<file path="config.mk">
export PLATFORM = sky130hd
export DESIGN_NAME = tx_burst_scheduler
export DESIGN_NICKNAME = d
export VERILOG_FILES = /design/src/rtl/tx_burst_scheduler_pkg.sv /design/src/rtl/tx_burst_scheduler_rr_arbiter.sv /design/src/rtl/tx_burst_scheduler.sv
export SDC_FILE = /design/constraint.sdc
export NUM_CORES = 1
export LEC_CHECK = 0
export CAP_MARGIN = 10
export CORE_AREA = 2 2 135 137
export DETAILED_ROUTE_END_ITERATION = 16
export DIE_AREA = 0 0 137 139
export PLACE_DENSITY = 0.69
export SLEW_MARGIN = 30
export SYNTH_ARGS = -nofsm -noshare
export SYNTH_HDL_FRONTEND = slang
export SYNTH_HIERARCHICAL = 1
export SYNTH_SLANG_ARGS = --single-unit
</file>
<file path="constraint.sdc">
create_clock -name USER_CLK -period 3.81 [get_ports USER_CLK]
set_input_delay 0.762 -clock USER_CLK [delete_from_list [all_inputs] [get_ports USER_CLK]]
set_output_delay 0.762 -clock USER_CLK [all_outputs]
set_load 0.005 [all_outputs]
</file>
<file path="src/rtl/tx_burst_scheduler_pkg.sv">
`default_nettype none
// ============================================================================
//  Module   : tx_burst_scheduler_pkg
//  Purpose  : Shared definitions for the tx burst scheduler slice: word
//             width, default burst length, channel-index width helper,
//             block-type header codes and the scheduler state encoding.
//  Ports    : none (package)
//  Revision : 1.0  initial release
// ============================================================================
package tx_burst_scheduler_pkg;

    localparam int c_WORD_W        = 64;
    localparam int c_BURST_MAX_DEF = 8;

    // Block-type header codes used further down the tx path
    localparam logic [1:0] c_BLK_DATA = 2'b01;
    localparam logic [1:0] c_BLK_CTRL = 2'b10;

    // Width of an encoded channel index
    function automatic int ch_w(input int num_ch);
        return $clog2(num_ch);
    endfunction

    typedef enum logic [0:0] {
        ST_IDLE  = 1'b0,
        ST_BURST = 1'b1
    } sched_state_t;

endpackage
`default_nettype wire

</file>
<file path="src/rtl/tx_burst_scheduler_rr_arbiter.sv">
`default_nettype none
// ============================================================================
//  Module   : rr_arbiter
//  Purpose  : Combinational round-robin arbiter. Picks the first asserted
//             request searching from ptr+1, wrapping at NUM_CH.
//  Ports    : req   - request vector
//             ptr   - index of the previous winner
//             grant - one-hot grant
//             idx   - encoded index of the winner
//             any   - at least one request present
//  Revision : 1.0  initial release
// ============================================================================
module rr_arbiter
    import tx_burst_scheduler_pkg::*;
#(
    parameter int NUM_CH = 4
) (
    input  logic [NUM_CH-1:0]         req,
    input  logic [ch_w(NUM_CH)-1:0]   ptr,
    output logic [NUM_CH-1:0]         grant,
    output logic [ch_w(NUM_CH)-1:0]   idx,
    output logic                      any
);

    localparam int CH_W = ch_w(NUM_CH);

    always_comb begin
        int                j;
        logic [CH_W-1:0]   w_j;
        grant = '0;
        idx   = '0;
        any   = 1'b0;
        j     = 0;
        w_j   = '0;
        // Offset 1 first, so the previous winner has lowest priority
        for (int k = 1; k <= NUM_CH; k++) begin
            j = int'(ptr) + k;
            if (j >= NUM_CH) begin
                j = j - NUM_CH;
            end
            w_j = CH_W'(j);
            if (!any && req[w_j]) begin
                any        = 1'b1;
                idx        = w_j;
                grant[w_j] = 1'b1;
            end
        end
    end

endmodule
`default_nettype wire

</file>
<file path="src/rtl/tx_burst_scheduler.sv">
`default_nettype none
// ============================================================================
//  Module   : tx_burst_scheduler
//  Purpose  : Round-robin burst scheduler feeding the 64-bit user port of
//             tx_interface. Locks onto one channel for a burst of up to
//             BURST_MAX words and emits one registered word (or an idle
//             slot) per TX_READY strobe, with burst/packet sideband.
//  Ports    : USER_CLK, SYSTEM_RESET (async, active high)
//             CH_DATA/CH_VALID/CH_EOP/CH_ENABLE - per-channel heads + mask
//             CH_POP      - combinational one-hot head advance
//             TX_READY    - slot strobe
//             TX_DATA/TX_VALID/TX_CHANNEL/TX_SOB/TX_EOB/TX_EOP/TX_ABORT
//                         - registered slot contents
//  Revision : 1.0  initial release
// ============================================================================
module tx_burst_scheduler
    import tx_burst_scheduler_pkg::*;
#(
    parameter int NUM_CH    = 4,
    parameter int BURST_MAX = c_BURST_MAX_DEF
) (
    input  logic                         USER_CLK,
    input  logic                         SYSTEM_RESET,
    input  logic [c_WORD_W*NUM_CH-1:0]   CH_DATA,
    input  logic [NUM_CH-1:0]            CH_VALID,
    input  logic [NUM_CH-1:0]            CH_EOP,
    input  logic [NUM_CH-1:0]            CH_ENABLE,
    output logic [NUM_CH-1:0]            CH_POP,
    input  logic                         TX_READY,
    output logic [c_WORD_W-1:0]          TX_DATA,
    output logic                         TX_VALID,
    output logic [ch_w(NUM_CH)-1:0]      TX_CHANNEL,
    output logic                         TX_SOB,
    output logic                         TX_EOB,
    output logic                         TX_EOP,
    output logic                         TX_ABORT
);

    localparam int CH_W  = ch_w(NUM_CH);
    localparam int CNT_W = $clog2(BURST_MAX + 1);

    sched_state_t        r_state;
    logic [CH_W-1:0]     r_lock_ch;
    logic [CH_W-1:0]     r_last_grant;
    logic [CNT_W-1:0]    r_burst_cnt;

    logic [NUM_CH-1:0]   w_elig;
    logic [NUM_CH-1:0]   w_arb_grant;
    logic [CH_W-1:0]     w_arb_idx;
    logic                w_arb_any;
    logic [CH_W-1:0]     w_sel_ch;
    logic                w_sel_ok;
    logic                w_sel_eop;
    logic [CNT_W-1:0]    w_cnt_next;
    logic                w_eob;
    logic [c_WORD_W-1:0] w_ch_word [NUM_CH];

    assign w_elig = CH_VALID & CH_ENABLE;

    generate
        for (genvar gi = 0; gi < NUM_CH; gi++) begin : g_unpack
            assign w_ch_word[gi] = CH_DATA[c_WORD_W*gi +: c_WORD_W];
        end
    endgenerate

    rr_arbiter #(
        .NUM_CH (NUM_CH)
    ) u_arb (
        .req    (w_elig),
        .ptr    (r_last_grant),
        .grant  (w_arb_grant),
        .idx    (w_arb_idx),
        .any    (w_arb_any)
    );

    // While locked the arbiter result is ignored; only the lock channel may pop
    always_comb begin
        if (r_state == ST_IDLE) begin
            w_sel_ch   = w_arb_idx;
            w_sel_ok   = w_arb_any;
            w_cnt_next = CNT_W'(1);
        end else begin
            w_sel_ch   = r_lock_ch;
            w_sel_ok   = w_elig[r_lock_ch];
            w_cnt_next = r_burst_cnt + CNT_W'(1);
        end
        w_sel_eop = CH_EOP[w_sel_ch];
        w_eob     = w_sel_eop || (w_cnt_next == CNT_W'(BURST_MAX));
    end

    always_comb begin
        CH_POP = '0;
        if (TX_READY && !SYSTEM_RESET && w_sel_ok) begin
            CH_POP[w_sel_ch] = 1'b1;
        end
    end

    always_ff @(posedge USER_CLK or posedge SYSTEM_RESET) begin
        if (SYSTEM_RESET) begin
            r_state      <= ST_IDLE;
            r_lock_ch    <= '0;
            r_last_grant <= CH_W'(NUM_CH - 1);
            r_burst_cnt  <= '0;
            TX_DATA      <= '0;
            TX_VALID     <= 1'b0;
            TX_CHANNEL   <= '0;
            TX_SOB       <= 1'b0;
            TX_EOB       <= 1'b0;
            TX_EOP       <= 1'b0;
            TX_ABORT     <= 1'b0;
        end else if (TX_READY) begin
            if (r_state == ST_BURST && !CH_ENABLE[r_lock_ch]) begin
                // Channel disabled under a lock: abandon the burst, no pop
                TX_VALID <= 1'b0;
                TX_SOB   <= 1'b0;
                TX_EOB   <= 1'b0;
                TX_EOP   <= 1'b0;
                TX_ABORT <= 1'b1;
                r_state  <= ST_IDLE;
            end else if (w_sel_ok) begin
                TX_DATA      <= w_ch_word[w_sel_ch];
                TX_VALID     <= 1'b1;
                TX_CHANNEL   <= w_sel_ch;
                TX_SOB       <= (r_state == ST_IDLE);
                TX_EOB       <= w_eob;
                TX_EOP       <= w_sel_eop;
                TX_ABORT     <= 1'b0;
                r_burst_cnt  <= w_cnt_next;
                r_lock_ch    <= w_sel_ch;
                r_last_grant <= w_sel_ch;
                r_state      <= w_eob ? ST_IDLE : ST_BURST;
            end else begin
                // Nothing eligible, or underrun under a lock: idle slot,
                // lock and count are kept
                TX_VALID <= 1'b0;
                TX_SOB   <= 1'b0;
                TX_EOB   <= 1'b0;
                TX_EOP   <= 1'b0;
                TX_ABORT <= 1'b0;
            end
        end
    end

endmodule
`default_nettype wire

</file>
======== After elaboration in Yosys (flattened, before gate mapping) ========
Index checks and enable logic that the tools add are counted.
operators by class
  reduce and logical (&&, ||, !) cells .... 16
  equal/unequal tests ..................... 1
  multiplexer cells ....................... 47
  bitwise gates (word level) .............. 4
  magnitude comparators ................... 12
  $add $sub $neg .......................... 9
operators with widths
  operator             number
  $bmux 64 s2          1
  $mux 64              2
  $mux 1               25
  $lt 2x3->1 const B   6
  $mux 2               9
  $bmux 1 s2           7
  $ge 3x3->1 const B   4
  $mux 4               2
  $sub 2x1->2 const B  4
  $logic_and 1x1->1    7
  $add 2x2->3 const B  2
  $logic_not 1->1      5
  $add 2x3->4 const B  1
  $add 4x1->4 const B  1
  $and 4x4->4          1
  $eq 4x4->1 const B   1
  $ge 4x3->1 const B   1
  $add 2x1->3 const B  1
  $not 2->3            1
  $reduce_and 3->1     1
  $demux 1 s2          1
  $ge 2x1->1 const B   1
  $not 1->1            2
  $reduce_and 2->1     1
  other kinds (2)      2
storage, ports and cells
  logic and storage cells ................. 99
  output and inout port bits .............. 75
  bits of input ports ..................... 271
  flip-flop bits (word level) ............. 78

======== Depth between registers and ports, before layout ========
  depth after elaboration ................. 22
  depth in mapped cells ................... 14
  gate-level depth less buffers ........... 12

======== Cells and area by module ========
Netlist, hierarchy kept.
by module, submodules not included
  module              cells each  area each (sq um)  sequential area each (sq um)  times used
  tx_burst_scheduler  434         4,795.8            1,954.4                       1
  rr_arbiter          68          525.5              0.0                           1

======== Worst setup path before layout ========
OpenSTA, ideal clock, no wires.
  path kind ............................... input port to output port
  start point ............................. input CH_ENABLE[0]
  end point ............................... output CH_POP[2]
  arrival time ............................ 2.775 ns
  path buffers ............................ 2
  data required time ...................... 3.048 ns
  stages on the path ...................... 9
  setup slack ............................. 0.273 ns
  cell sequence ........................... nand2_1 inv_1 buf_6 mux4_2 a21boi_0 o31a_1 mux2i_4 buf_8 nor4b_1
on the way
  word-level cells in the longest chain between the ends .. 19
  elaborated cells on any way between the ends .. 34
  classes of those cells .................. order compare (2); mux (23); bitwise (1); reduce/logical (8)
ends and longest elaborated chain
  what                                                                   RTL line                             source
  start: declaration                                                     tx_burst_scheduler.sv:27             input logic [NUM_CH-1:0] CH_ENABLE,
  $and 4x4->4 (*)                                                        tx_burst_scheduler.sv:58             assign w_elig = CH_VALID & CH_ENABLE;
  via w_elig[0]                                                          tx_burst_scheduler.sv:47             logic [NUM_CH-1:0] w_elig;
  $bmux 1 s2                                                             tx_burst_scheduler_rr_arbiter.sv:42  if (!any && req[w_j]) begin
  $mux 1 (not written as such)                                           tx_burst_scheduler_rr_arbiter.sv:42
  $mux 1                                                                 tx_burst_scheduler_rr_arbiter.sv:42
  $logic_not 1->1                                                        tx_burst_scheduler_rr_arbiter.sv:42
  $logic_and 1x1->1                                                      tx_burst_scheduler_rr_arbiter.sv:42
  $mux 1                                                                 tx_burst_scheduler_rr_arbiter.sv:42
  [5 not listed]                                                         -
  $mux 2 (*)                                                             tx_burst_scheduler_rr_arbiter.sv:42
  via w_arb_idx[0]                                                       tx_burst_scheduler.sv:49             logic [CH_W-1:0] w_arb_idx;
  $mux 2 (*)                                                             tx_burst_scheduler.sv:78             if (r_state == ST_IDLE) begin
  $lt 2x3->1 (not written as such) / $ge 2x1->1 (equally long branches)  tx_burst_scheduler.sv:94             CH_POP[w_sel_ch] = 1'b1;
  $logic_and 1x1->1 (not written as such)                                tx_burst_scheduler.sv:94
  $mux 1 (not written as such)                                           tx_burst_scheduler.sv:94
  $demux 1 s2 (*)                                                        tx_burst_scheduler.sv:94
  $mux 4 (*)                                                             tx_burst_scheduler.sv:93             if (TX_READY && !SYSTEM_RESET && w_sel_ok) begin
  end: declaration                                                       tx_burst_scheduler.sv:28             output logic [NUM_CH-1:0] CH_POP,
The timed path passes the listed nets; every way through them passes the cells marked *. The select of a mux whose other input is x is not followed.

======== Worst setup path in the final report ========
  start point ............................. input CH_ENABLE[1]
  end point ............................... output CH_POP[1]
Same word-level chain as after synthesis.

==> results.sh <==
export IMPL_htreeDepth=3
export IMPL_path_buf_inv=4
export IMPL_cts_tree="yes"
export IMPL_areaGrowthSynthToFinish_pct=78.60
export IMPL_hold_viol=0
export IMPL_met2_usage_pct=33.67
export IMPL_grt_met3_usage_pct=4.715
export IMPL_finalCritPeriodShare_pct=98.23
export IMPL_finalNetCount=1086
export IMPL_fmax_ghz=0.2672
export IMPL_hp_start="TX_DATA[1]"
export IMPL_drt_iter0_markers=203
export IMPL_root_buffer="clkbuf_16"
export IMPL_finalMaxSlewViolations=0
export IMPL_fin_ws_ps=67.35
export IMPL_routedWlPerCell_um=17.36
export IMPL_netlist_instances=472
export IMPL_crit_chain="clkdlybuf4s50_1 -> nand2_1 -> inv_1 -> mux4_2 -> a21oi_2 -> nor3_1 -> nor2_2 -> o31a_1 -> mux2i_4 -> buf_4 -> nor4b_2 -> dlygate4sd2_1"
export IMPL_clock_sinks=78
export IMPL_power_density_mw_per_mm2=709.7
export IMPL_io_pins=346
export IMPL_num_rows=49
export IMPL_rsz0062_at_grt="true"
export IMPL_remaining_drc_errors=0
export IMPL_min_to="TX_DATA[1]"
export IMPL_end_kind="output pin"
export IMPL_cts_inserted_buffers=9
export IMPL_maxCapViolations=0
export IMPL_grt_usage_pct=18.92
export IMPL_required_ps=3050
export IMPL_hpwl_um=14550
export IMPL_regToRegEndpoint="TX_EOB"
export IMPL_die_area_mm2=0.01904
export IMPL_io_buffers=345
export IMPL_hold_class="reg2reg"
export IMPL_grt_pass1_wl_um=27390
export IMPL_finalWirelength_um=18200
export IMPL_final_util_pct=51.20
export IMPL_syn_nets=745
export IMPL_status="complete, no violations"
export IMPL_clock_latency_ps=340
export IMPL_reg2reg_from="r_last_grant[0]"
export IMPL_cpMaxStageDelayCell="mux4_2"
export IMPL_clk_pin_slew_ps=50
export IMPL_vias_per_cell=4.691
export IMPL_cp_arrival_ps=2980
export IMPL_core_area_mm2=0.01766
export IMPL_met1_usage_pct=21.94
export IMPL_r2r_slack_ps=520
export IMPL_holdWs_ps=470.3
export IMPL_die_x_um=137
export IMPL_vias=4916
export IMPL_initial_core_util_pct=28.67
export IMPL_netlist_area_mm2=0.005062
export IMPL_gp_congestion=0.7692
export IMPL_worstSetupPathType="in2out"
export IMPL_grt_busiest_layer="met2"
export IMPL_cp_max_fo=4
export IMPL_grt_max_degree=41
export IMPL_reg2reg_depth=10
export IMPL_dp_cells=1029
export IMPL_skew_ps=5.625
export IMPL_dieHeight_um=139
export IMPL_finalSetupViolations=0
export IMPL_min_path_cells=2
export IMPL_gr_total_overflow=0
export IMPL_start_kind="input port"
export IMPL_max_slew_margin_pct=59.86
export IMPL_drive_above_1_share_pct=14.91
export IMPL_critPathMaxStageDelay_ps=490
export IMPL_synth_area_per_cell_um2=10.73
export IMPL_place_ws_ps=-357.6
export IMPL_grt_pass1_vias=5106
export IMPL_antenna_left=0
export IMPL_ir_worst_vdd_mv=0.4557
export IMPL_cts_buffer_depth=2
export IMPL_stdcell_count=1048
export IMPL_power_leakage_uw=0.003834
export IMPL_final_min_clock_period_ps=3743
export IMPL_yosysWarnings=6
export IMPL_grt_antenna_before_repair=1
export IMPL_tightest_slew_ps=602.1
export IMPL_dr_pass1_iters=4
export IMPL_path_delay_family="buffers and inverters"
## cell usage in the layout (no fill, tap or decap), types with 3 or more instances in the layout
master / count
a21oi_1: 5
dfrtp_1: 76
clkbuf_1: 3
nor2_1: 8
inv_1: 11
inv_2: 3
buf_4: 19
nand3b_1: 3
clkbuf_16: 9
mux4_2: 66
clkbuf_8: 3
o21ai_0: 7
nand2_1: 207
nand3_1: 5
mux2i_1: 4
clkdlybuf4s50_1: 341
## worst max path at each step
stage / slack [ps] / end / cells after the start / startpoint
6_report: 70 / CH_POP[1] / 12 / CH_ENABLE[1]
4_1_cts: -70 / CH_POP[0] / 11 / CH_ENABLE[3]
3_3_place_gp: -310 / CH_POP[0] / 10 / CH_ENABLE[3]
3_5_place_dp: -360 / CH_POP[0] / 10 / CH_ENABLE[3]
5_1_grt: -110 / CH_POP[1] / 11 / CH_ENABLE[0]
2_1_floorplan: 320 / CH_POP[0] / 3 / SYSTEM_RESET
## power by group
| part | internal (uW) | leakage [uW] | total (uW) | switching, uW |
|---|---|---|---|---|
| combinational | 2360 | 0.00273 | 4080 | 1720 |
| sequential | 1240 | 0.000961 | 1520 | 285 |
| clock | 494 | 0.000140 | 812 | 317 |
## final cells by class
type	instances	area (um2)
inverters	15	57.56
multi-input cells	342	2816
well taps	229	286.5
repair buffers	367	3641
clock inverters	1	5.005
clock buffers	15	277.8
fillers	1608	8616
flip-flops and latches	78	1954
diodes	1	2.502
## worst register-to-register path, delay by kind of cell, from the launching register on
family,cells,cell delay [ps]
compound gates,4,830
mux,4,1120
buf+inv,2,560
flops,1,650
## stage by stage
step	instance area (um2)	power (uW)	TNS, ps
after global placement	8725	5570	-9272
after CTS	9021	6490	-71.09
after floorplan	5062	4153	0
final	9041	6416	0
after global routing	9039	6891	-181.0
after detailed placement	8725	5623	-13160
## flip-flops by register name, summed over array words and instances (netlist names)
| name | cells |
|---|---|
| TX_DATA | 64 |
| r_burst_cnt | 4 |
| r_last_grant | 2 |
| r_lock_ch | 2 |
| TX_ABORT | 1 |
| TX_EOB | 1 |
| TX_EOP | 1 |
| TX_SOB | 1 |
| TX_VALID | 1 |
| r_state | 1 |
## routing by layer
metal  vias to the layer above  share of wire [%]
li1                       2334                  -
met1                      2340                 37
met2                       222                 53
met3                        20                8.5
met4                         0                1.8
met5                         -                  0
## what timing repair did
action,in CTS,in global routing
endpoints found under the setup margin,4,71
hold buffers,0,0
buffers inserted,1,1
cloned,0,0
gates resized for setup,8,11
Power figures use the tool's default switching activity.
